==> config.mk <==
export PLATFORM = sky130hd
export DESIGN_NAME = seq_divider
export DESIGN_NICKNAME = d
export VERILOG_FILES = /design/src/rtl/seq_divider.sv
export SDC_FILE = /design/constraint.sdc
export NUM_CORES = 1
export LEC_CHECK = 0
export CORE_ASPECT_RATIO = 1.5
export CORE_MARGIN = 5
export CORE_UTILIZATION = 35
export CTS_CLUSTER_DIAMETER = 60
export CTS_CLUSTER_SIZE = 28
export DETAILED_ROUTE_END_ITERATION = 12
export DONT_BUFFER_PORTS = 1
export HOLD_SLACK_MARGIN = 0.12
export PLACE_DENSITY = 0.61
export SLEW_MARGIN = 15
export SYNTH_ARGS = -nofsm -noshare
export SYNTH_HDL_FRONTEND = slang
export SYNTH_SLANG_ARGS = --single-unit
==> constraint.sdc <==
create_clock -name clk -period 2.49 [get_ports clk]
set_clock_uncertainty 0.2 [all_clocks]
set_input_delay 0.747 -clock clk [delete_from_list [all_inputs] [get_ports clk]]
set_output_delay 0.747 -clock clk [all_outputs]
set_load 0.03 [all_outputs]
==> src/rtl/seq_divider.sv <==
`default_nettype none
`timescale 1ns/1ps
// ============================================================================
// Module      : seq_divider
// Description : Multi-cycle unsigned restoring divider. Produces one quotient
//               bit per clock behind a start/busy/done handshake; a zero
//               divisor short-circuits to an all-ones quotient with
//               remainder = dividend and a div_by_zero flag.
// Revision    : 1.0 - initial release
// ============================================================================
module seq_divider #(
  parameter int WIDTH = 4
) (
  input  logic             clk,
  input  logic             rst_n,
  input  logic             start,
  input  logic [WIDTH-1:0] a,
  input  logic [WIDTH-1:0] b,
  output logic [WIDTH-1:0] q,
  output logic [WIDTH-1:0] r,
  output logic             busy,
  output logic             done,
  output logic             div_by_zero
);

  // Counter must hold the value WIDTH itself, hence WIDTH+1 codes.
  localparam int c_CNT_W = $clog2(WIDTH + 1);

  typedef enum logic [1:0] {
    S_IDLE = 2'd0,
    S_CALC = 2'd1,
    S_DONE = 2'd2
  } state_t;

  state_t               r_state,    w_state_nxt;
  logic [WIDTH-1:0]     r_dividend, w_dividend_nxt;
  logic [WIDTH-1:0]     r_divisor,  w_divisor_nxt;
  logic [WIDTH:0]       r_rem,      w_rem_nxt;
  logic [WIDTH-1:0]     r_quot,     w_quot_nxt;
  logic [c_CNT_W-1:0]   r_count,    w_count_nxt;
  logic [WIDTH-1:0]     w_q_nxt;
  logic [WIDTH-1:0]     w_r_nxt;
  logic                 w_dbz_nxt;

  // One restoring step: bring in the next dividend bit, then trial-subtract
  // at WIDTH+1 bits so the shifted remainder can never overflow.
  logic [WIDTH:0]       w_rem_shift;
  logic [WIDTH:0]       w_rem_sub;
  logic                 w_rem_ge;
  logic [WIDTH-1:0]     w_quot_shift;

  assign w_rem_shift  = {r_rem[WIDTH-1:0], r_dividend[WIDTH-1]};
  assign w_rem_ge     = (w_rem_shift >= {1'b0, r_divisor});
  assign w_rem_sub    = w_rem_shift - {1'b0, r_divisor};
  assign w_quot_shift = {r_quot[WIDTH-2:0], w_rem_ge};

  // After each step rem < divisor, so the remainder MSB and the quotient MSB
  // shifted out on the final step never feed back into the datapath.
  logic [1:0] w_unused_msbs;
  assign w_unused_msbs = {r_rem[WIDTH], r_quot[WIDTH-1]};

  // Status outputs decode the state register only, so no input reaches them.
  assign busy = (r_state == S_CALC);
  assign done = (r_state == S_DONE);

  // State and datapath registers; reset discards any computation in flight.
  always_ff @(posedge clk or negedge rst_n) begin
    if (!rst_n) begin
      r_state     <= S_IDLE;
      r_dividend  <= '0;
      r_divisor   <= '0;
      r_rem       <= '0;
      r_quot      <= '0;
      r_count     <= '0;
      q           <= '0;
      r           <= '0;
      div_by_zero <= 1'b0;
    end else begin
      r_state     <= w_state_nxt;
      r_dividend  <= w_dividend_nxt;
      r_divisor   <= w_divisor_nxt;
      r_rem       <= w_rem_nxt;
      r_quot      <= w_quot_nxt;
      r_count     <= w_count_nxt;
      q           <= w_q_nxt;
      r           <= w_r_nxt;
      div_by_zero <= w_dbz_nxt;
    end
  end

  // Next-state and datapath update; everything holds unless a state acts.
  always_comb begin
    w_state_nxt    = r_state;
    w_dividend_nxt = r_dividend;
    w_divisor_nxt  = r_divisor;
    w_rem_nxt      = r_rem;
    w_quot_nxt     = r_quot;
    w_count_nxt    = r_count;
    w_q_nxt        = q;
    w_r_nxt        = r;
    w_dbz_nxt      = div_by_zero;

    case (r_state)
      S_IDLE: begin
        if (start) begin
          w_dividend_nxt = a;
          w_divisor_nxt  = b;
          w_rem_nxt      = '0;
          w_quot_nxt     = '0;
          w_count_nxt    = c_CNT_W'(WIDTH);
          if (b != '0) begin
            w_state_nxt = S_CALC;
          end else begin
            // Zero divisor: publish the defined fallback result at once.
            w_q_nxt     = '1;
            w_r_nxt     = a;
            w_dbz_nxt   = 1'b1;
            w_state_nxt = S_DONE;
          end
        end
      end

      S_CALC: begin
        w_dividend_nxt = r_dividend << 1;
        w_rem_nxt      = w_rem_ge ? w_rem_sub : w_rem_shift;
        w_quot_nxt     = w_quot_shift;
        w_count_nxt    = r_count - c_CNT_W'(1);
        if (r_count == c_CNT_W'(1)) begin
          // Last bit: results become visible together with done.
          w_q_nxt     = w_quot_shift;
          w_r_nxt     = w_rem_nxt[WIDTH-1:0];
          w_dbz_nxt   = 1'b0;
          w_state_nxt = S_DONE;
        end
      end

      S_DONE: begin
        w_state_nxt = S_IDLE;
      end

      default: begin
        w_state_nxt = S_IDLE;
      end
    endcase
  end

endmodule
`default_nettype wire

==> flow_summary.yaml, run 1 <==
outcome:
  outcome: "finished clean"
setup_path:
  reg2regPathDepth: 7
  path_max_fanout: 8
  critical_path_buf_inv_count: 2
  cp_top_family: "buffers and inverters"
  slowest_stage: "dfrtp_1"
  start_kind: "flip-flop"
  worstPathArrival_ps: 1400
  timing.rr.start: "r_dividend[3]$_DFFE_PN0P_"
  max_stage_delay_ps: 440
  crit_chain: "inv_1 > nand2_1 > inv_1"
  timing.critical_path.mode_cell: "inv_1"
  worstPathRequired_ps: 1540
  crit_type: "reg -> out"
  endpoint_kind: "output pin"
  reg2reg_slack_ps: 260
  r2r_end: "r[2]$_DFFE_PN0P_"
layout:
  postLayoutCoreUtil_pct: 41.8
  drive_gt1_share_pct: 16.7
  n_antenna_cell: 0
  nNetsFinal: 185
  nFillCells: 414
  syn2layout_area_growth_pct: 15.2
synthesis:
  synth-compound-area-share_pct: 21.6
  synth_edf_count: 0
  synth_most_common_cell: "dfrtp_1"
  synth_mux_area_share_pct: 0.975
  syn_inst: 156
  synth_area_leaders: "dfrtp_1 47%, nand2_1 5.6%, ha_1 4.9%, a21oi_1 4.5%, o21ai_0 3.6%"
  synth_fa_ha_area_share_pct: 6.17
  syn_nets: 174
  synth_top_area_share_pct: 47.1
  syn_area_per_cell_sq_um: 9.87
  synthArstFlopShare_pct: 100
  ys_ff_latch: 29
  synth_top_family_by_area: "compound AO/OA/AOI/OAI gates"
  synthesis.area_sq_mm: 0.00154
  synth-simple-area-share_pct: 16.9
  yosysSeqAreaShare_pct: 47.1
  ys_warn_count: 0
  yosys.area_share.xor_xnor_pct: 1.14
  yosysTopAreaCell: "dfrtp_1"
  synth_top_flop_cell: "dfrtp_1"
  synth_common_cells: "29 x dfrtp_1, 23 x nand2_1, 14 x a21oi_1, 13 x inv_1, 11 x o21ai_0"
  synth_cell_types: 40
power_and_ir_drop:
  swShare_pct: 43.9
  clockPowerShare_pct: 18.5
  pwr-share-comb_pct: 45.6
  p_total_w: 0.00276
  p_int_w: 0.00155
  p_leak_nw: 0.772
  p_sw_w: 0.00121
  vdd_drop_max_mv: 0.681
  seqPwrFrac_pct: 35.9
  cellPowerDensity_mw_per_mm2: 1560
grt:
  globalRouteOverflowTotal: 0
  antenna_found_initial: 0
  grt_use_total_pct: 13.9
  grt_pass1_vias: 1291
  grt_max_degree: 30
  grt_pass1_wl_mm: 6.31
clock_network:
  cts-root-buf: "clkbuf_8"
  clock-sinks: 29
  max-clock-path-buffers: 2
  clk-insertion-delay-late_ps: 280
  cts_buffers: 5
  htree_levels: 2
  clkTransAtPathRegs_ps: 60
  cts_tree: "built"
floorplan:
  die_h_um: 91.2
  start_util_pct: 36.3
  die_area_sq_mm: 0.00585
  die_w_um: 64.2
  rows: 29
  coreArea_sq_mm: 0.00425
  num_io_pins: 22
sta:
  clock.fmax_mhz: 426
  setup_viol: 0
  fin_ws_ps: 140
  whs_ps: 287
  maxSlewHeadroom_pct: 65.2
  drv_slew: 0
  rsz0062_at_grt: "no"
  setup_tns_ps: 0
  hold_viol_final: 0
  fin_crit_ps: 2350
  tightest_slew_ps: 523
  post-route-period-util_pct: 94.4
place:
  gp_congestion: 0.842
  dp_slack_ps: 282
  port_buffers: 0
  place_hpwl_mm: 2.80
route:
  dr_total_vias: 1203
  avgRoutedWirePerCell_um: 17.5
  viasPerCell: 5.62
  drt_iter0_drc: 34
  routed_wl_mm: 3.74
  drcViolationCount: 0
  firstDrtPassIters: 4
  ant_nets: 0
hold_path:
  min_path_cells: 2
  hold_path.class: "reg -> reg"
  holdPathEnd: "r_quot[1]$_DFFE_PN0P_"
  hp-start: "r_quot[1]$_DFFE_PN0P_"
job:
  cap_violations: 0
[per-layer routing]
layer	GRT usage, %	vias to the layer above	share of wire (%)
met5	0	-	0
met4	8.15	0	3.6
met3	3.83	13	4.8
met2	24.2	22	54
met1	14.5	598	38
li1	-	570	-
[power by group through the flow]
stage	clock network (W)	registers, W	logic (W)
floorplan	0	0.000949	0.000976
global placement	0	0.000994	0.00120
detailed placement	0	0.00100	0.00124
CTS	0.000516	0.000995	0.00126
global route	0.000533	0.00102	0.00142
finish	0.000511	0.000991	0.00126
[worst reg2reg max path, delay by kind of cell (launching register included)]
family	cells	cell delay, ps
compound gates	1	190
simple gates	1	440
xor+xnor	1	130
buf+inv	2	170
fa+ha+maj	2	620
flops	1	390
[worst max-delay path by stage]
stage | start | end | slack (ps) | depth (start not counted)
after floorplan | b[1] | q[0]$_DFFE_PN0P_ | 300 | 6
after global placement | r_dividend[3]$_DFFE_PN0P_ | r[1]$_DFFE_PN0P_ | 320 | 7
after detailed placement | r_dividend[3]$_DFFE_PN0P_ | r[1]$_DFFE_PN0P_ | 280 | 7
after CTS | r_state[1]$_DFFE_PN0P_ | busy | 130 | 3
after global routing | r_state[1]$_DFFE_PN0P_ | busy | 80 | 3
final | r_state[1]$_DFFE_PN0P_ | busy | 140 | 3
[cell usage in the layout, fill, tap and decap left out, types with 2 or more instances in the layout]
| cell type | count |
|---|---|
| xnor2_1 | 2 |
| nor2_1 | 4 |
| dfrtp_1 | 29 |
| buf_4 | 10 |
| nand2_1 | 23 |
| nor2b_1 | 6 |
| ha_1 | 6 |
| clkbuf_8 | 6 |
| o21ai_0 | 11 |
| nand3_1 | 3 |
| a41oi_2 | 3 |
| a21oi_1 | 14 |
| a31oi_1 | 3 |
| a22o_1 | 2 |
| a22oi_1 | 3 |
| o211ai_1 | 4 |
| inv_1 | 13 |
[layout make-up]
type	count	area, sq um	share of cell area, %
well taps	46	57.6	3.24
flip-flops and latches	29	726	40.9
inverters	13	48.8	2.75
clock inverters	1	30.0	1.69
repair buffers	12	105	5.92
clock buffers	7	86.3	4.87
multi-input cells	106	721	40.6
[per-stage QoR]
step | std cells | instance area [sq um]
3_5_place_dp | 204 | 1630
5_1_grt | 214 | 1770
4_1_cts | 214 | 1770
6_report | 214 | 1770
2_1_floorplan | 156 | 1540
3_3_place_gp | 204 | 1630
[registers in the layout, summed over array words and instances, names as in the netlist]
name,cells
r_dividend,4
r_divisor,4
r,4
q,4
div_by_zero,1
r_count,3
r_state,2
r_quot,3
r_rem,4
[what timing repair did]
item | in CTS | in global routing
setup buffers | 0 | 0
hold endpoints to repair | 29 | 0
setup endpoints to repair | 0 | 0
resized for setup | 0 | 0
hold buffers | 2 | 0
[kinds of logic after synthesis]
logic type	count (synthesis)
flip-flops	29
AO/OA/AOI/OAI	47
AND/OR/NAND/NOR	49
adder cells (fa/ha/maj)	7
buffers and inverters	21
multiplexers	1
XOR/XNOR	2
(Power assumes the default switching activity.)
==> run 2, diff against run 1 <==
PLACE_DENSITY = unset   (was 0.61)
==> run 2 against run 1 <==
Net effect:
- non-clock buffer count decreased by 1
- largest cell class unchanged
- register-to-register slack got worse by 20 ps
- first-iteration DRC count stayed put
- setup slack better by 100 ps
- via count is 2.7% lower
- clock power shrank 25%
- critical path depth up 4
==> flow_summary.yaml, run 2 (synthesis gave the netlist of run 1 again) <==
setup_path:
  start_kind: "flip-flop"
  cp.depth: 7
  worstPathRequired_ps: 2500
  reg2regPathDepth: 7
  critical_path_buf_inv_count: 2
  endpoint_kind: "flip-flop"
  crit_chain: "inv_1 > ha_1 > inv_1 > fa_1 > xnor2_1 > or4_1 > a41oi_2"
  slowest_stage: "or4_1"
  path_max_fanout: 4
  timing.critical_path.mode_cell: "inv_1"
  worstPathArrival_ps: 2260
  crit_type: "reg -> reg"
  max_stage_delay_ps: 460
  cp_top_family: "adder cells"
hold_path:
  hold_path.class: "reg -> reg"
  min_path_cells: 2
clock_network:
  htree_levels: 2
  cts_tree: "built"
  clock-sinks: 29
  clkTransAtPathRegs_ps: 70
  clk-insertion-delay-late_ps: 280
  hold_buffers: 2
  post_cts_buffers: 0
  ctsResizeCount: 0
  cts-root-buf: "clkbuf_8"
  max-clock-path-buffers: 2
  cts_buffers: 5
sta:
  maxSlewHeadroom_pct: 66.4
  post-route-period-util_pct: 90.3
  setup_tns_ps: 0
  clock.fmax_mhz: 445
  fin_crit_ps: 2250
  rsz0062_at_grt: "no"
  tightest_slew_ps: 505
  drv_slew: 0
  setup_viol: 0
  hold_viol_final: 0
power_and_ir_drop:
  cellPowerDensity_mw_per_mm2: 1510
  vdd_drop_max_mv: 0.700
  p_leak_nw: 0.752
floorplan:
  start_util_pct: 36.3
  die_w_um: 64.2
  die_h_um: 91.2
  coreArea_sq_mm: 0.00425
  num_io_pins: 22
  die_area_sq_mm: 0.00585
  rows: 29
grt:
  globalRouteOverflowTotal: 0
  grt_use_total_pct: 13.9
  antenna_found_initial: 0
  grt_pass1_wl_mm: 6.43
  grt_pass1_vias: 1247
  grt_max_degree: 30
place:
  gp_congestion: 0.781
  port_buffers: 0
  place_hpwl_mm: 2.78
route:
  avgRoutedWirePerCell_um: 17.3
  ant_nets: 0
  viasPerCell: 5.49
  drt_iter0_drc: 34
  firstDrtPassIters: 4
  dr_total_vias: 1170
  routed_wl_mm: 3.68
  drcViolationCount: 0
layout:
  postLayoutCoreUtil_pct: 40.9
  n_antenna_cell: 0
  mostFrequentLayoutCell: "dfrtp_1"
  syn2layout_area_growth_pct: 12.8
  layout_common_cells: "29 x dfrtp_1, 23 x nand2_1, 14 x a21oi_1, 13 x inv_1, 11 x o21ai_0"
  nNetsFinal: 184
  drive_gt1_share_pct: 16.8
outcome:
  outcome: "finished clean"
job:
  cap_violations: 0
[run 2: cell types whose count changed in the layout (fill, tap and decap cells not counted), sizes merged]
cell,previous run,this run
buf,11,10
bufinv,1,0
clkinvlp,0,1
clkinv,0,2
clkbuf,7,5
[run 2: metal layers]
metal	global-route usage [%]	up-vias	routed length [um]	part of all wire, %
met2	25.3	19	2010	54
li1	-	567	-	-
met1	15.1	576	1450	39
met3	3.58	8	143	3.9
met4	5.26	0	82	2.2
met5	0	-	0	0
[run 2: final timing paths]
kind | from | to | slack (ps)
min in group asynchronous | rst_n | r[3]$_DFFE_PN0P_ | 710
worst max register to register | r_dividend[3]$_DFFE_PN0P_ | r[2]$_DFFE_PN0P_ | 240
max in group asynchronous | rst_n | r_quot[0]$_DFFE_PN0P_ | 1210
worst max-delay path | r_dividend[3]$_DFFE_PN0P_ | r[2]$_DFFE_PN0P_ | 240
worst min-delay path | r_quot[2]$_DFFE_PN0P_ | r_quot[2]$_DFFE_PN0P_ | 290
worst min register to register | r_quot[2]$_DFFE_PN0P_ | r_quot[2]$_DFFE_PN0P_ | 290
[run 2: cell type report]
type / instances / area, sq um
Clock inverter: 3 / 17.5
Clock buffer: 5 / 68.8
Fill cell: 401 / 2510
Tap cell: 46 / 57.6
Inverter: 13 / 48.8
Sequential cell: 29 / 726
Multi-Input combinational cell: 106 / 721
Timing Repair Buffer: 11 / 97.6
[run 2: power by group]
group	leakage, nW	total (W)	internal [W]	switching [W]
sequential	0.353	0.000999	0.000692	0.000307
combinational	0.355	0.00125	0.000526	0.000723
clock	0.0439	0.000383	0.000192	0.000190
total	0.752	0.00263	0.00141	0.00122
[run 2: metrics by stage]
step | total power (W) | hold WS [ps] | cells | instance area, sq um | setup slack [ps]
after floorplan | 0.00193 | 249 | 156 | 1540 | 296
after global placement | 0.00221 | 252 | 203 | 1620 | 264
final | 0.00263 | 285 | 213 | 1740 | 242
after CTS | 0.00265 | 293 | 213 | 1740 | 252
after global routing | 0.00287 | 299 | 213 | 1740 | 115
after detailed placement | 0.00224 | 252 | 203 | 1620 | 244
[run 2: worst register-to-register path, cell delays in order (launching register included)]
cell and delay, ps:
dfrtp_1 400, inv_1 80, ha_1 270, inv_1 80, fa_1 370, xnor2_1 130, or4_1 460, a41oi_2 180
==> run 3, diff against run 2 <==
==> constraint.sdc (replaced) <==
create_clock -name clk -period 2.49 [get_ports clk]
set_clock_uncertainty 0.2 [all_clocks]
set_input_delay 0.3735 -clock clk [delete_from_list [all_inputs] [get_ports clk]]
set_output_delay 0.3735 -clock clk [all_outputs]
set_load 0.03 [all_outputs]
==> run 3 against run 2 <==
Net effect:
- fmax increased by 0.85%
- cell area increased by 3.7%
- worst hold slack lost 170 ps
- critical endpoint unchanged
==> flow_summary.yaml, run 3 (synthesis gave the netlist of run 1 again) <==
route:
  dr_total_vias: 1195
  drcViolationCount: 0
  viasPerCell: 5.48
  drt_iter0_drc: 38
  avgRoutedWirePerCell_um: 17.3
  firstDrtPassIters: 4
  routed_wl_mm: 3.77
  ant_nets: 0
floorplan:
  start_util_pct: 36.3
  coreArea_sq_mm: 0.00425
  die_area_sq_mm: 0.00585
  die_h_um: 91.2
  die_w_um: 64.2
  num_io_pins: 22
  rows: 29
outcome:
  outcome: "finished clean"
grt:
  grt_pass1_wl_mm: 6.43
  globalRouteOverflowTotal: 0
  grt_pass1_vias: 1295
  grt_use_total_pct: 14.0
  antenna_found_initial: 0
  grt_max_degree: 30
job:
  cap_violations: 0
clock_network:
  clk-insertion-delay-late_ps: 280
  clkTransAtPathRegs_ps: 60
  ctsResizeCount: 0
  max-clock-path-buffers: 2
  cts-root-buf: "clkbuf_8"
  clock-sinks: 29
  cts_buffers: 5
  cts_tree: "built"
  htree_levels: 2
layout:
  n_antenna_cell: 0
  nNetsFinal: 190
  syn2layout_area_growth_pct: 17.0
  fin_area_sq_mm: 0.00180
  layout_common_cells: "29 x dfrtp_1, 23 x nand2_1, 14 x a21oi_1, 13 x inv_1, 11 x o21ai_0"
  mostFrequentLayoutCell: "dfrtp_1"
  drive_gt1_share_pct: 14.0
place:
  place_area_sq_mm: 0.00161
  port_buffers: 0
  gp_congestion: 0.840
  place_hpwl_mm: 2.80
setup_path:
  endpoint_kind: "flip-flop"
  worstPathArrival_ps: 2220
  worstPathRequired_ps: 2480
  crit_type: "reg -> reg"
  path_max_fanout: 4
  start_kind: "flip-flop"
sta:
  tightest_slew_ps: 570
  fin_crit_ps: 2230
  hold_viol_final: 0
  whs_ps: 114
  maxSlewHeadroom_pct: 61.9
  post-route-period-util_pct: 89.5
  setup_viol: 0
  setup_tns_ps: 0
  drv_slew: 0
  clock.fmax_mhz: 449
  rsz0062_at_grt: "no"
power_and_ir_drop:
  pwr-share-comb_pct: 47.6
  clockPowerShare_pct: 14.7
  cellPowerDensity_mw_per_mm2: 1460
  seqPwrFrac_pct: 37.7
  p_sw_w: 0.00120
  swShare_pct: 45.4
  vdd_drop_max_mv: 0.549
  p_int_w: 0.00144
  p_leak_nw: 0.776
  p_total_w: 0.00264
hold_path:
  hold_path.class: "in -> reg"
==> run 3: final timing paths <==
path	startpoint	slack, ps	depth (start not counted)	end
setup / recovery	r_dividend[3]$_DFFE_PN0P_	260	7	r[2]$_DFFE_PN0P_
hold / removal	a[3]	110	2	r_dividend[3]$_DFFE_PN0P_
setup reg to reg	r_dividend[3]$_DFFE_PN0P_	260	7	r[2]$_DFFE_PN0P_
hold reg to reg	r_quot[1]$_DFFE_PN0P_	280	2	r_quot[1]$_DFFE_PN0P_
max in group asynchronous	rst_n	1600	2	r_rem[1]$_DFFE_PN0P_
min in group asynchronous	rst_n	320	2	r_state[0]$_DFFE_PN0P_
==> run 3: cell type report <==
class	instances	area, sq um
clock buffers	7	86.3
repair buffers	17	163
inverters	13	48.8
fillers	409	2440
multi-input cells	106	721
well taps	46	57.6
flip-flops and latches	29	726
==> run 3: through the flow <==
step | std cells | util, % | setup slack, ps
after floorplan | 156 | - | 402
after CTS | 218 | 42.4 | 258
final | 218 | 42.4 | 261
after detailed placement | 201 | 37.8 | 277
after global routing | 218 | 42.4 | 111
after global placement | 201 | 37.8 | 327
==> run 3: layer usage <==
metal | wire (um) | global-route usage, % | vias up
li1 | - | - | 576
met1 | 1510 | 16.5 | 584
met2 | 2000 | 23.8 | 26
met3 | 158 | 3.58 | 9
met4 | 88 | 5.94 | 0
met5 | 0 | 0 | -
==> run 3: what timing repair did <==
action | in CTS | in global routing
endpoints found under the hold margin | 39 | 0
buffers inserted | 0 | 0
hold buffers | 10 | 0
==> run 3: critical path, stage by stage (launching register included) <==
cell and delay [ps]:
dfrtp_1 390, inv_1 80, ha_1 260, inv_1 80, fa_1 380, xnor2_1 130, or4_1 440, a41oi_2 180
==> run 3: power by group through the flow <==
stage                     clock network, W  logic, W  registers, W
after detailed placement                 0   0.00123       0.00101
after CTS                         0.000394   0.00126       0.00100
after global routing              0.000410   0.00143       0.00102
after global placement                   0   0.00119       0.00100
after floorplan                          0  0.000976      0.000949
final                             0.000387   0.00126      0.000995
==> patch: new RTL, config.mk and constraints of run 1 <==
The parameter `WIDTH` goes from 4 to 2.
--- a/src/rtl/seq_divider.sv
+++ b/src/rtl/seq_divider.sv
@@ -9,7 +9,7 @@
 // Revision    : 1.0 - initial release
 // ============================================================================
 module seq_divider #(
-  parameter int WIDTH = 4
+  parameter int WIDTH = 2
 ) (
   input  logic             clk,
   input  logic             rst_n,
Interface: changed (resized a, b, q and r); port bits go from 22 to 14. No check against the original RTL was run, so the function may have changed too.
==> patch against run 1 <==
- final area shrank 52%
- area after synthesis is 48% lower
- power is 57% lower
- setup slack better by 130 ps
- maximum frequency up 6.0%
- wire length down 56%
- die area is 42% lower
- sequential cell count is 13 lower
- hold slack better by 11 ps
==> patch: results (changes against run 1) <==
- Leak pwr: 0.378 nW (-51%)
- Post-synthesis xor/xnor area fraction: 0% (-1.1 points)
- First-pass GRT wire length: 2.81 mm (-56%)
- Routed length per instance: 15.1 um (-14%)
- 1st-iter DRT viols: 38 (+12%)
- Arrival time worst endpoint: 1270 ps (-130 ps)
- Maximum clock insertion buffer count: 2 (unchanged)
- Cts repair resizes: 0 (unchanged)
- CTS HTree Levels: 1 (-1)
- DR pass1 iterations: 4 (unchanged)
- Commonest cells in the netlist: 16 x dfrtp_1, 12 x nand2_1, 8 x nor2_1, 8 x o21ai_0, 6 x a21oi_1
- Status: finished clean
- Total Nets Final: 97 (-48%)
- Synth Area in Adders: 4.68% (-1.5 points)
- Seq/Total Area, Yosys: 49.9% (+2.8 points)
- Synth Area in Compound Gates: 18.1% (-3.5 points)
- GR Util All Layers: 11.0% (-2.9 points)
- Later-pin clock latency in the skew report: 280 ps (about the same)
- # diodes: 0 (unchanged)
- Async SR Flop Fraction: 100% (unchanged)
- Vias in the first global route: 629 (-51%)
- Synth Warn #: 0 (unchanged)
- Peak supply drop: 305 uV (-55%)
- Syn nets: 92 (-47%)
- Clock transition at the registers of the reported paths: 90 ps (+30 ps)
- Antenna violations before repair: 0 (unchanged)
- CTS Buf Count: 3 (-2)
- Pin count of the biggest net entering global routing: 17 (-43%)
- Share of layout cells above drive strength 1: 12.9% (-3.7 points)
- GPL Wtd Cong: 0.754 (-10%)
- Max transition margin: 50.9% (-14 points)
- Vias/cell: 5.40 (-4.0%)
- Hold crit path type: reg2reg
- IO buf count: 0 (unchanged)
- Mux cell area share after synthesis: 2.81% (+1.8 points)
- Crit path max fanout: 8 (unchanged)
- Library cells used by synthesis: 26 (-35%)
- Filler Cell Count: 240 (-42%)
- Synth area leaders: dfrtp_1 50%, nand2_1 5.6%, o21ai_0 5.0%, ha_1 4.7%, a21oi_1 3.7%
- Dpl hpwl: 1.25 mm (-56%)
- Clock root cell: clkbuf_4
patch: cell count changes after synthesis, moves of 3 or more:
cell | before | now
o211ai_1 | 4 | 0
nor2_1 | 4 | 8
nor2b_1 | 6 | 2
nand2_1 | 23 | 12
o21ai_0 | 11 | 8
dfrtp_1 | 29 | 16
ha_1 | 6 | 3
nand3_1 | 3 | 0
a41oi_2 | 3 | 0
inv_1 | 13 | 5
clkbuf_1 | 5 | 0
a21oi_1 | 14 | 6
patch: final cells by class:
cell class | instances | area [um2] | area share (%)
sequential | 16 | 400 | 47.0
multi-input combinational | 59 | 364 | 42.7
tap | 23 | 28.8 | 3.38
clock buffer | 3 | 22.5 | 2.64
inverter | 5 | 18.8 | 2.20
timing repair buffer | 2 | 17.5 | 2.06
patch: worst max-delay path, cell delays in order (launching register included):
cell      delay [ps]
dfrtp_1          480
nand2b_1         200
inv_1            310
patch: per-stage QoR:
stage	worst slack (ps)	utilization, %	power (W)	area, um2	instances
2_1_floorplan	552	-	0.000938	802	82
3_3_place_gp	480	37.1	0.00103	820	104
3_5_place_dp	462	37.1	0.00105	820	104
4_1_cts	267	38.6	0.00119	852	108
5_1_grt	187	38.6	0.00129	852	108
6_report	273	38.6	0.00118	852	108
patch: path summary, 6_finish.rpt:
check	cells after the start	from	slack, ps	endpoint
worst max-delay path	2	r_state[1]$_DFFE_PN0P_	270	busy
worst min-delay path	2	r_quot[0]$_DFFE_PN0P_	300	r_quot[0]$_DFFE_PN0P_
worst max register to register	4	r_rem[0]$_DFFE_PN0P_	510	r[0]$_DFFE_PN0P_
worst min register to register	2	r_quot[0]$_DFFE_PN0P_	300	r_quot[0]$_DFFE_PN0P_
max in group asynchronous	1	rst_n	870	r_state[0]$_DFFE_PN0P_
min in group asynchronous	1	rst_n	760	r_rem[1]$_DFFE_PN0P_
patch: where the power goes:
group	switching (W)	leakage, nW	internal (W)
Sequential	0.000158	0.190	0.000375
Combinational	0.000296	0.174	0.000216
Clock	0.0000791	0.0138	0.0000561
Total	0.000533	0.378	0.000647
patch: cell families after synthesis:
family          after synthesis
flops                        16
simple gates                 31
fa+ha+maj                     3
buf+inv                       7
compound gates               23
mux                           2
patch: timing repair:
action / 4_1_cts / 5_1_grt
buffers inserted: 0 / 0
endpoints found under the hold margin: 16 / 0
hold buffers: 1 / 0
patch: layer usage:
| metal | track usage, % | part of all wire, % | routed length (um) |
|---|---|---|---|
| met4 | 8.75 | 2.1 | 34 |
| met2 | 19.5 | 56 | 912 |
| met5 | 0 | 0 | 0 |
| met3 | 3.23 | 4.8 | 78 |
| met1 | 10.6 | 37 | 602 |
